`src/rtl/sync_fifo_pkg.sv`:
```
// Shared helpers for the synchronous FIFO family: width sizing and
// non-power-of-two pointer wrap.
package sync_fifo_pkg;

    function automatic int unsigned ptr_w(input int unsigned depth);
        return (depth > 1) ? $clog2(depth) : 1;
    endfunction

    function automatic int unsigned cnt_w(input int unsigned depth);
        return $clog2(depth + 1);
    endfunction

    // Increment with explicit wrap at depth-1 so any depth works.
    function automatic logic [31:0] wrap_inc(input logic [31:0] ptr, input int unsigned depth);
        return (ptr == 32'(depth - 1)) ? 32'd0 : ptr + 32'd1;
    endfunction

endpackage

```
`src/rtl/sync_shfifo_mem.sv`:
```
// DEPTH x DW storage: synchronous write, asynchronous read, no reset,
// so it maps onto distributed RAM.
module sync_shfifo_mem #(
    parameter int unsigned DW    = 32,
    parameter int unsigned DEPTH = 8,
    parameter int unsigned AW    = 3
) (
    input  logic          clk,
    input  logic          we,
    input  logic [AW-1:0] waddr,
    input  logic [DW-1:0] wdata,
    input  logic [AW-1:0] raddr,
    output logic [DW-1:0] rdata
);

    logic [DW-1:0] mem [DEPTH];

    always_ff @(posedge clk) begin
        if (we) begin
            mem[waddr] <= wdata;
        end
    end

    assign rdata = mem[raddr];

endmodule

```
`src/rtl/sync_shfifo_flex.sv`:
```
// Show-ahead FIFO of arbitrary depth with programmable thresholds,
// write-through-read when full, flush, peak tracking and sticky errors.
module sync_shfifo_flex
    import sync_fifo_pkg::*;
#(
    parameter int unsigned DW    = 32,
    parameter int unsigned DEPTH = 8,
    parameter int unsigned PW    = ptr_w(DEPTH),
    parameter int unsigned CW    = cnt_w(DEPTH)
) (
    input  logic          clk,
    input  logic          rst_n,
    input  logic          flush,
    input  logic          wen,
    input  logic [DW-1:0] wdat,
    input  logic          ren,
    output logic [DW-1:0] rdat,
    output logic          empty,
    output logic          full,
    output logic          aempty,
    output logic          afull,
    input  logic [CW-1:0] ae_thr,
    input  logic [CW-1:0] af_thr,
    output logic [CW-1:0] level,
    output logic [CW-1:0] free,
    output logic [CW-1:0] peak,
    output logic          ovf_err,
    output logic          udf_err,
    input  logic          err_clr
);

    localparam logic [CW-1:0] DEPTH_C = CW'(DEPTH);

    logic [PW-1:0] wr_ptr, wr_ptr_nxt;
    logic [PW-1:0] rd_ptr, rd_ptr_nxt;
    logic [CW-1:0] level_nxt, peak_nxt;
    logic          wacc, racc;
    logic          ovf_set, udf_set;
    logic [DW-1:0] mem_rdata;

    sync_shfifo_mem #(
        .DW    (DW),
        .DEPTH (DEPTH),
        .AW    (PW)
    ) u_mem (
        .clk   (clk),
        .we    (wacc),
        .waddr (wr_ptr),
        .wdata (wdat),
        .raddr (rd_ptr),
        .rdata (mem_rdata)
    );

    // Acceptance, pointer/level next-state and error/peak updates.
    always_comb begin
        wacc       = wen & ~flush & (~full | ren);
        racc       = ren & ~flush & ~empty;
        ovf_set    = wen & full & ~ren & ~flush;
        udf_set    = ren & empty & ~flush;
        wr_ptr_nxt = wr_ptr;
        rd_ptr_nxt = rd_ptr;
        level_nxt  = level;
        if (flush) begin
            wr_ptr_nxt = '0;
            rd_ptr_nxt = '0;
            level_nxt  = '0;
        end else begin
            if (wacc) begin
                wr_ptr_nxt = PW'(wrap_inc(32'(wr_ptr), DEPTH));
            end
            if (racc) begin
                rd_ptr_nxt = PW'(wrap_inc(32'(rd_ptr), DEPTH));
            end
            level_nxt = level + CW'(wacc) - CW'(racc);
        end
        if (flush || err_clr) begin
            peak_nxt = level_nxt;
        end else begin
            peak_nxt = (level_nxt > peak) ? level_nxt : peak;
        end
    end

    always_ff @(posedge clk or negedge rst_n) begin
        if (!rst_n) begin
            wr_ptr  <= '0;
            rd_ptr  <= '0;
            level   <= '0;
            free    <= DEPTH_C;
            peak    <= '0;
            empty   <= 1'b1;
            full    <= 1'b0;
            ovf_err <= 1'b0;
            udf_err <= 1'b0;
        end else begin
            wr_ptr  <= wr_ptr_nxt;
            rd_ptr  <= rd_ptr_nxt;
            level   <= level_nxt;
            free    <= DEPTH_C - level_nxt;
            peak    <= peak_nxt;
            empty   <= (level_nxt == '0);
            full    <= (level_nxt == DEPTH_C);
            ovf_err <= ovf_set | (ovf_err & ~err_clr);
            udf_err <= udf_set | (udf_err & ~err_clr);
        end
    end

    // Thresholds are quasi-static inputs compared against the registered level.
    assign aempty = (level <= ae_thr);
    assign afull  = (level >= af_thr);
    assign rdat   = empty ? '0 : mem_rdata;

endmodule

```
`config.mk`:
```
export PLATFORM = sky130hd
export DESIGN_NAME = sync_shfifo_flex
export DESIGN_NICKNAME = d
export VERILOG_FILES = /design/src/rtl/sync_fifo_pkg.sv /design/src/rtl/sync_shfifo_mem.sv /design/src/rtl/sync_shfifo_flex.sv
export SDC_FILE = /design/constraint.sdc
export NUM_CORES = 1
export LEC_CHECK = 0
export CORE_MARGIN = 10
export CORE_UTILIZATION = 45
export CTS_BUF_LIST = sky130_fd_sc_hd__clkbuf_8 sky130_fd_sc_hd__clkbuf_16
export DETAILED_ROUTE_END_ITERATION = 8
export PLACE_DENSITY_LB_ADDON = 0.05
export SLEW_MARGIN = 0
export SYNTH_ARGS = -nofsm -noshare
export SYNTH_HDL_FRONTEND = slang
export SYNTH_SLANG_ARGS = --single-unit
```
`constraint.sdc`:
```
create_clock -name clk -period 5.65 [get_ports clk]
set_input_delay 1.13 -clock clk [delete_from_list [all_inputs] [get_ports clk]]
set_output_delay 1.13 -clock clk [all_outputs]
set_load 0.05 [all_outputs]
```
==> impl_metrics.json, run 1 <==
{
  "powerDensity_mw_per_mm2": 435.2,
  "max_slew.worst_pin.slew_ns": 0.9996,
  "cts.sinks": 277,
  "rsz0062_at_grt": "no",
  "vias_per_cell": 5.326,
  "synth_cell_types": 36,
  "grt_pass1_wl_um": 34600,
  "post_cts_resized": 0,
  "syn_area_per_cell_sq_um": 20.30,
  "drc": 0,
  "wire_per_inst_um": 22.39,
  "syn-cell-area_sq_mm": 0.01106,
  "tns_ns": 0,
  "hold_buffers": 0,
  "gp_congestion": 0.7654,
  "fp.dieH_um": 176.8,
  "pwr-share-clk": 0.309,
  "start_util": 0.4562,
  "swShare": 0.3116,
  "finalCritPeriodShare": 0.8124,
  "core_sq_mm": 0.02425,
  "die-area_sq_mm": 0.03125,
  "nNetsFinal": 733,
  "synth_flop_cell": "edfxtp_1",
  "cts-buffers-inserted": 28,
  "h-tree-depth": 1,
  "ioPinCount": 96,
  "antenna_cells": 0,
  "gr-total-overflow": 0,
  "area_growth_syn_to_layout_pct": 21.23,
  "grt_usage": 0.1444,
  "comb_power_share": 0.275,
  "grt_start_max_net_pins": 37,
  "layout-drive-gt1-share": 0.2067,
  "wl_um": 22630,
  "max_cap_violations": 0,
  "clk_pin_slew_ns": 0.06,
  "hold_viol": 0,
  "dieWidth_um": 176.8,
  "ys_warn_count": 0,
  "cts_tree": "built",
  "syn_inst": 545,
  "synth_seq_cells": 277,
  "arrival_ns": 3.46,
  "drv_slew": 0,
  "fp-row-count": 57,
  "finClkSkew_ns": 0.01272,
  "layout.cells.non_filler": 1011,
  "place_hpwl_um": 13350,
  "portBuffers": 95,
  "status": "finished clean",
  "antenna_left": 0,
  "critPathCaptureType": "output pin",
  "antenna_found_initial": 1,
  "post_cts_buffers": 0,
  "synth_nets": 613,
  "relSlewSlack": 0.3336,
  "worst_hold_path_type": "reg2reg",
  "cp.required_ns": 4.52,
  "cts_max_path_buffers": 3,
  "grt_pass1_vias": 5855,
  "p_leak_nw": 4.397,
  "post-route-min-period_ns": 4.590,
  "worstSetupPathType": "reg2out",
  "async_flop_share": 0.07581,
  "cp-start-kind": "register",
  "root_buffer": "clkbuf_16",
  "p_seq_frac": 0.416,
  "drt_iter0_drc": 380,
  "ys_seq_area_frac": 0.7427,
  "power.internal_mw": 4.018,
  "max_freq_mhz": 217.9,
  "power.switching_mw": 1.818,
  "synth_edf_count": 256,
  "vias": 5385,
  "setup_violations": 0,
  "clock_latency_ns": 0.54,
  "first_pass_iters": 5,
  "dp.cells": 959,
  "vdd_drop_max_uv": 255.5,
  "crit_fanout": 36
}
cell families after synthesis:
| group | share of synthesized area |
|---|---|
| flops | 0.7427 |
| mux | 0.1631 |
| simple gates | 0.03269 |
| buf+inv | 0.02081 |
| fa+ha+maj | 0.02556 |
| compound gates | 0.01199 |
| xor+xnor | 0.003167 |
synthesized netlist by cell type (all sizes together) (2+ instances only):
cell type	n	area share
a21o	3	0.0020
a21oi	2	0.00090
clkbuf	10	0.0034
nand2	5	0.0017
xnor2	4	0.0032
nand2b	8	0.0045
mux2i	34	0.031
dfrtp	19	0.043
inv	21	0.0071
mux2	2	0.0020
o21a	2	0.0014
nor3	5	0.0023
o21ai	10	0.0049
nor2b	3	0.0017
nand3b	4	0.0027
edfxtp	256	0.69
ha	21	0.024
nor2	41	0.014
buf	16	0.010
mux4	64	0.13
dfstp	2	0.0048
nand4	2	0.0011
metrics by stage:
| stage | cell area, sq um | total power, mW | setup WS [ns] | hold slack [ns] | util |
|---|---|---|---|---|---|
| 3_5_place_dp | 12490 | 4.108 | 0.5276 | 0.5231 | 0.5152 |
| 4_1_cts | 13410 | 5.926 | 0.9742 | 0.5388 | 0.5530 |
| 5_1_grt | 13410 | 6.098 | 0.8213 | 0.5575 | 0.5530 |
| 3_3_place_gp | 12490 | 4.090 | 0.6960 | 0.5169 | 0.5152 |
| 6_report | 13410 | 5.836 | 1.060 | 0.5416 | 0.5530 |
| 2_1_floorplan | 11060 | 3.583 | 0.4139 | 0.5697 | - |
power by group through the flow:
stage,sequential [mW],clock (mW),combinational [mW]
global route,2.44,1.94,1.72
floorplan,2.54,0,1.05
detailed placement,2.48,0,1.63
global placement,2.48,0,1.61
CTS,2.43,1.85,1.64
finish,2.43,1.80,1.60
critical path, stage by stage, from the launching register on:
cell,delay (ns)
dfrtp_4,0.91
buf_12,0.36
mux4_2,0.54
mux2i_1,0.27
nor2_1,0.07
clkdlybuf4s50_1,0.72
layout by cell type (no fill, tap or decap), types with 3 or more instances in the layout:
| master | n |
|---|---|
| buf_4 | 20 |
| nand3b_1 | 4 |
| ha_1 | 21 |
| nor2_1 | 38 |
| bufinv_16 | 3 |
| nor2_4 | 3 |
| inv_1 | 28 |
| xnor2_1 | 4 |
| mux2i_1 | 34 |
| edfxtp_1 | 256 |
| clkbuf_16 | 28 |
| nand2b_1 | 8 |
| nand2_1 | 5 |
| a21o_1 | 3 |
| nor3_2 | 4 |
| dfrtp_1 | 16 |
| clkinvlp_4 | 3 |
| o21ai_0 | 9 |
| clkinv_1 | 3 |
| clkdlybuf4s50_1 | 95 |
| nor2b_1 | 3 |
| mux4_2 | 64 |
| clkinv_2 | 4 |
routing by layer:
layer | global-route usage | vias to the layer above | part of all wire
met4 | 0.03503 | 0 | 0.019
met2 | 0.2452 | 123 | 0.51
li1 | - | 2425 | -
met3 | 0.02560 | 37 | 0.052
met5 | 0 | - | 0
met1 | 0.1896 | 2800 | 0.42
layout make-up:
| class | instances | area [sq um] |
|---|---|---|
| inverter | 21 | 78.83 |
| tap | 324 | 405.4 |
| clock buffer | 29 | 714.4 |
| timing repair buffer | 116 | 1121 |
| clock inverter | 23 | 203.9 |
| fill | 1900 | 10840 |
| sequential | 277 | 8222 |
| multi-input combinational | 221 | 2665 |
sequential cells by signal, indices dropped and copies added, names as in the netlist:
register   count
free           4
wr_ptr         3
udf_err        1
level          3
u_mem.mem    256
peak           4
rd_ptr         3
full           1
empty          1
ovf_err        1
path summary, 6_finish.rpt:
kind                            startpoint   endpoint  slack (ns)  cells past startpoint
worst max-delay path             rd_ptr[0]    rdat[1]        1.06                      5
worst min-delay path               peak[2]    peak[2]        0.54                      1
worst max register to register        full    peak[0]        1.96                     14
worst min register to register     peak[2]    peak[2]        0.54                      1
max in group asynchronous            rst_n  rd_ptr[0]        3.81                      1
min in group asynchronous            rst_n  wr_ptr[2]        1.14                      1
(Power assumes the default switching activity.)
==> inputs of run 2 (changes only) <==
- clock period: 5.65 -> 4.4 ns (I/O delays scaled with it)
==> run 2 against run 1 <==
- highest routed layer unchanged
- combinational power is 33% higher
- global-route usage is 0.14 points higher
- wire length is 0.10% lower
- non-clock buffer count is 10 higher
- register-to-register slack worse by 0.90 ns
- sequential share of layout area is 0.25 points lower
- critical path type unchanged
- die area stayed put
- worst hold slack worse by 0.013 ns
- clock-buffer cell count stayed put
- cell count is 0.99% higher
- total power is 27% higher
- via count is 0.28% lower
==> impl_metrics.json, run 2 (synthesis gave the netlist of run 1 again) <==
{
  "fillers": 1899,
  "cp-start-kind": "register",
  "drt_iter0_drc": 336,
  "core_sq_mm": 0.02425,
  "root_buffer": "clkbuf_16",
  "portBuffers": 95,
  "worst_path_max_delay_cell": "clkdlybuf4s50_1",
  "grt_usage": 0.1458,
  "max_slew.worst_pin.slew_ns": 0.9437,
  "arrival_ns": 3.12,
  "clock_latency_ns": 0.54,
  "slowest_delay_ns": 0.74,
  "critical_path.cell_chain": "buf_12 -> mux4_2 -> mux2i_1 -> nor2_1 -> clkdlybuf4s50_1",
  "wire_per_inst_um": 22.15,
  "setup_violations": 0,
  "ff2ff_path_depth": 13,
  "path_delay_family": "buffers and inverters",
  "max_cap_violations": 0,
  "gr-total-overflow": 0,
  "gp_congestion": 0.7542,
  "grt_start_max_net_pins": 43,
  "rsz0062_at_grt": "no",
  "area_growth_syn_to_layout_pct": 21.73,
  "largest_reg_flops": 256,
  "antenna_left": 0,
  "h-tree-depth": 1,
  "nNetsFinal": 744,
  "antenna_found_initial": 0,
  "ioPinCount": 96,
  "relSlewSlack": 0.3689,
  "final_cell_mix": "256 x edfxtp_1, 95 x clkdlybuf4s50_1, 64 x mux4_2",
  "top_regs": "u_mem.mem: 256 flops, free: 4 flops, peak: 4 flops",
  "cp_num_buf_inv": 2,
  "finish.utilization": 0.5553,
  "fin_ws_ns": 0.3953,
  "cts.sinks": 277,
  "rr_endpoint": "peak[2]",
  "antenna_cells": 0,
  "grt_pass1_wl_um": 35170,
  "start_util": 0.4562,
  "status": "finished clean",
  "crit_fanout": 42,
  "cts_max_path_buffers": 3,
  "dpl_worst_slack_ns": -0.01052,
  "worst_hold_path_type": "reg2reg",
  "hold_buffers": 0,
  "cp.required_ns": 3.52,
  "powerDensity_mw_per_mm2": 551.0,
  "cts-buffers-inserted": 29,
  "whs_path_depth": 2,
  "post-route-min-period_ns": 4.005,
  "dieWidth_um": 176.8,
  "drc": 0,
  "first_pass_iters": 5,
  "fp.dieH_um": 176.8,
  "post_cts_buffers": 0,
  "reg2reg_slack_ns": 1.06,
  "wl_um": 22610,
  "hold_start": "ovf_err",
  "layout-drive-gt1-share": 0.2152,
  "p_leak_nw": 4.435,
  "worstSetupPathType": "reg2out",
  "r2r_start": "full",
  "drv_slew": 0,
  "vias": 5370,
  "finClkSkew_ns": 0.009155,
  "regMostFlops": "u_mem.mem",
  "cts_tree": "built",
  "critPathCaptureType": "output pin",
  "place_hpwl_um": 13300,
  "vdd_drop_max_uv": 362.0,
  "whs_endpoint": "ovf_err",
  "die-area_sq_mm": 0.03125,
  "finalCritPeriodShare": 0.9102,
  "grt_pass1_vias": 6006,
  "max_freq_mhz": 249.7,
  "clk_pin_slew_ns": 0.06,
  "hold_viol": 0,
  "layout_commonest_cell": "edfxtp_1",
  "fp-row-count": 57,
  "vias_per_cell": 5.260,
  "post_cts_resized": 0
}
run 2: cell count changes in the layout (fill, tap and decap cells not counted), moves of 2 or more:
cell | previous run | this run
buf_12 | 1 | 3
buf_4 | 20 | 28
bufinv_16 | 3 | 1
clkinv_1 | 3 | 8
clkinv_2 | 4 | 7
clkinvlp_4 | 3 | 0
inv_1 | 28 | 25
run 2: cell type report:
cell class	instances	area (sq um)	area share
Inverter	21	78.83	0.005854
Clock buffer	29	725.7	0.05389
Sequential cell	277	8222	0.6106
Tap cell	324	405.4	0.03011
Timing Repair Buffer	126	1221	0.09069
Multi-Input combinational cell	221	2674	0.1986
Clock inverter	23	138.9	0.01031
run 2: worst max-delay path by stage:
stage               from         endpoint  cells after the start
2_1_floorplan      flush  u_mem.mem[2][0]                      4
3_3_place_gp         ren          peak[0]                     14
3_5_place_dp         ren          peak[2]                     14
4_1_cts        rd_ptr[0]          rdat[1]                      5
5_1_grt        rd_ptr[0]          rdat[1]                      5
6_report       rd_ptr[0]         rdat[11]                      5
run 2: routing by layer:
metal	GRT usage	share of wire	routed length (um)	vias to the layer above
met5	0	0	0	-
li1	-	-	-	2447
met3	0.02859	0.047	1074	24
met1	0.1834	0.43	9690	2798
met2	0.2550	0.51	11550	101
met4	0.03433	0.013	292	0
run 2: tightest hold or removal path: stages (launching register included):
cell and delay [ns]:
dfrtp_1 0.38, inv_1 0.05, o32ai_1 0.06
run 2: metrics by stage:
step	cells	total power [mW]	TNS [ns]	hold WS, ns	area (sq um)
after floorplan	545	4.601	0	0.5697	11070
after global routing	1021	7.748	0	0.5640	13470
after detailed placement	969	5.305	-0.01306	0.5245	12600
after CTS	1021	7.514	0	0.5333	13470
after global placement	969	5.279	0	0.5150	12600
final	1021	7.420	0	0.5288	13470
run 2: power by group:
group | leakage (nW) | switching, mW | total (mW) | internal, mW
registers | 2.58 | 0.0899 | 3.08 | 2.99
clock network | 0.448 | 0.955 | 2.21 | 1.25
logic | 1.41 | 1.29 | 2.13 | 0.849
total | 4.43 | 2.33 | 7.42 | 5.09
==> inputs of run 3 (changes only) <==
- CELL_PAD_IN_SITES_DETAIL_PLACEMENT: unset -> 2
- CELL_PAD_IN_SITES_GLOBAL_PLACEMENT: unset -> 2
- CORE_UTILIZATION: 45 -> 40
- PLACE_DENSITY_LB_ADDON: 0.05 -> 0.1
==> run 3 against run 2 <==
- design area rose by 1.9%
- cell count grew 4.7%
- combinational power grew 2%
- worst setup slack worse by 0.072 ns
- die area increased by 11%
- sequential power increased by 1%
- maximum frequency fell by 1.8%
- first-iteration DRC count down 8.6%
- wire length grew 22%
- worst hold slack gained 0.013 ns
- critical path type unchanged
==> impl_metrics.json, run 3 (synthesis gave the netlist of run 1 again) <==
{
  "layout-drive-gt1-share": 0.2195,
  "finish.utilization": 0.5063,
  "hold_viol": 0,
  "h-tree-depth": 1,
  "gr-total-overflow": 0,
  "post-route-min-period_ns": 4.077,
  "ioPinCount": 96,
  "start_util": 0.4082,
  "regMostFlops": "u_mem.mem",
  "critPathCaptureType": "output pin",
  "clk_pin_slew_ns": 0.06,
  "wire_per_inst_um": 25.91,
  "power.switching_mw": 2.469,
  "comb_power_share": 0.273,
  "portBuffers": 95,
  "cp.required_ns": 3.52,
  "vias": 5618,
  "gp_congestion": 0.6969,
  "fin_ws_ns": 0.3230,
  "place_hpwl_um": 16600,
  "die-area_sq_mm": 0.03471,
  "antenna_cells": 0,
  "status": "finished clean",
  "dp.cells": 1016,
  "timing.hold.ws_ns": 0.5421,
  "wl_um": 27700,
  "root_buffer": "clkbuf_16",
  "critical_path.cell_chain": "buf_12 -> mux4_2 -> mux2i_1 -> nor2_1 -> clkdlybuf4s50_1",
  "power.internal_mw": 5.482,
  "layout.cells.non_filler": 1069,
  "max_slew.worst_pin.slew_ns": 0.9555,
  "hold_buffers": 0,
  "pwr-share-clk": 0.335,
  "powerDensity_mw_per_mm2": 579.5,
  "drt_iter0_drc": 307,
  "postPlaceCellArea_sq_mm": 0.01268,
  "cts-buffers-inserted": 30,
  "final_cell_mix": "256 x edfxtp_1, 95 x clkdlybuf4s50_1, 64 x mux4_2",
  "max_cap_violations": 0,
  "top_regs": "u_mem.mem: 256 flops, free: 4 flops, peak: 4 flops",
  "post_cts_buffers": 0,
  "swShare": 0.3105,
  "slowest_delay_ns": 0.79,
  "fin_area_sq_mm": 0.01372,
  "fp.dieH_um": 186.3,
  "p_leak_nw": 4.518,
  "finClkSkew_ns": 0.02011,
  "fp-row-count": 60,
  "cts_max_path_buffers": 3,
  "arrival_ns": 3.20,
  "antenna_left": 0,
  "dpl_worst_slack_ns": -0.03460,
  "grt_usage": 0.1618,
  "cts.sinks": 277,
  "cts_tree": "built",
  "grt_pass1_vias": 6499,
  "antenna_found_initial": 1,
  "post_cts_resized": 0,
  "drc": 0,
  "nNetsFinal": 744,
  "p_seq_frac": 0.392,
  "finalCritPeriodShare": 0.9266,
  "core_sq_mm": 0.02710,
  "grt_start_max_net_pins": 41,
  "cp-start-kind": "register",
  "worst_hold_path_type": "reg2reg",
  "crit_fanout": 27,
  "clock_latency_ns": 0.56,
  "vias_per_cell": 5.255,
  "area_growth_syn_to_layout_pct": 24.05,
  "first_pass_iters": 4,
  "setup_violations": 0,
  "drv_slew": 0,
  "worstSetupPathType": "reg2out",
  "vdd_drop_max_uv": 354.8,
  "largest_reg_flops": 256,
  "worst_path_max_delay_cell": "dfrtp_4",
  "max_freq_mhz": 245.3,
  "layout_commonest_cell": "edfxtp_1",
  "dieWidth_um": 186.3,
  "grt_pass1_wl_um": 42090,
  "relSlewSlack": 0.3610,
  "rsz0062_at_grt": "no"
}
run 3: worst paths after layout:
kind                            startpoint         to  slack [ns]  cells past startpoint
worst max-delay path             rd_ptr[0]   rdat[27]        0.32                      5
worst min-delay path               udf_err    udf_err        0.54                      2
worst max register to register        full    peak[0]        1.00                     13
worst min register to register     udf_err    udf_err        0.54                      2
max in group asynchronous            rst_n  rd_ptr[0]        2.84                      1
min in group asynchronous            rst_n    ovf_err        0.86                      1
run 3: critical path, delay by kind of cell (launching register included):
family        cells  cell delay (ns)
simple gates      1             0.07
buf+inv           2             1.00
flops             1             0.79
mux               2             0.75
run 3: area by class of cell:
cell class / count / area, sq um
Multi-Input combinational cell: 221 / 2674
Sequential cell: 277 / 8224
Fill cell: 2389 / 13380
Timing Repair Buffer: 125 / 1239
Clock inverter: 23 / 290.3
Tap cell: 372 / 465.4
Clock buffer: 30 / 750.7
Inverter: 21 / 78.83
run 3: per-layer routing:
layer | track usage | share of wire | vias to the layer above
met3 | 0.02833 | 0.038 | 36
met4 | 0.03418 | 0.018 | 2
met5 | 0 | 0.00047 | -
met2 | 0.2913 | 0.52 | 106
li1 | - | - | 2444
met1 | 0.1992 | 0.42 | 3030
run 3: metrics by stage:
| stage | total power, mW | setup TNS [ns] |
|---|---|---|
| global placement | 5.308 | 0 |
| detailed placement | 5.379 | -0.05481 |
| CTS | 8.067 | 0 |
| floorplan | 4.601 | 0 |
| global route | 8.280 | 0 |
| finish | 7.951 | 0 |
run 3: power by group through the flow:
stage,logic [mW],registers (mW),clock network [mW]
finish,2.17,3.12,2.67
global route,2.32,3.14,2.82
CTS,2.22,3.12,2.72
global placement,2.14,3.16,0
floorplan,1.34,3.26,0
detailed placement,2.21,3.17,0
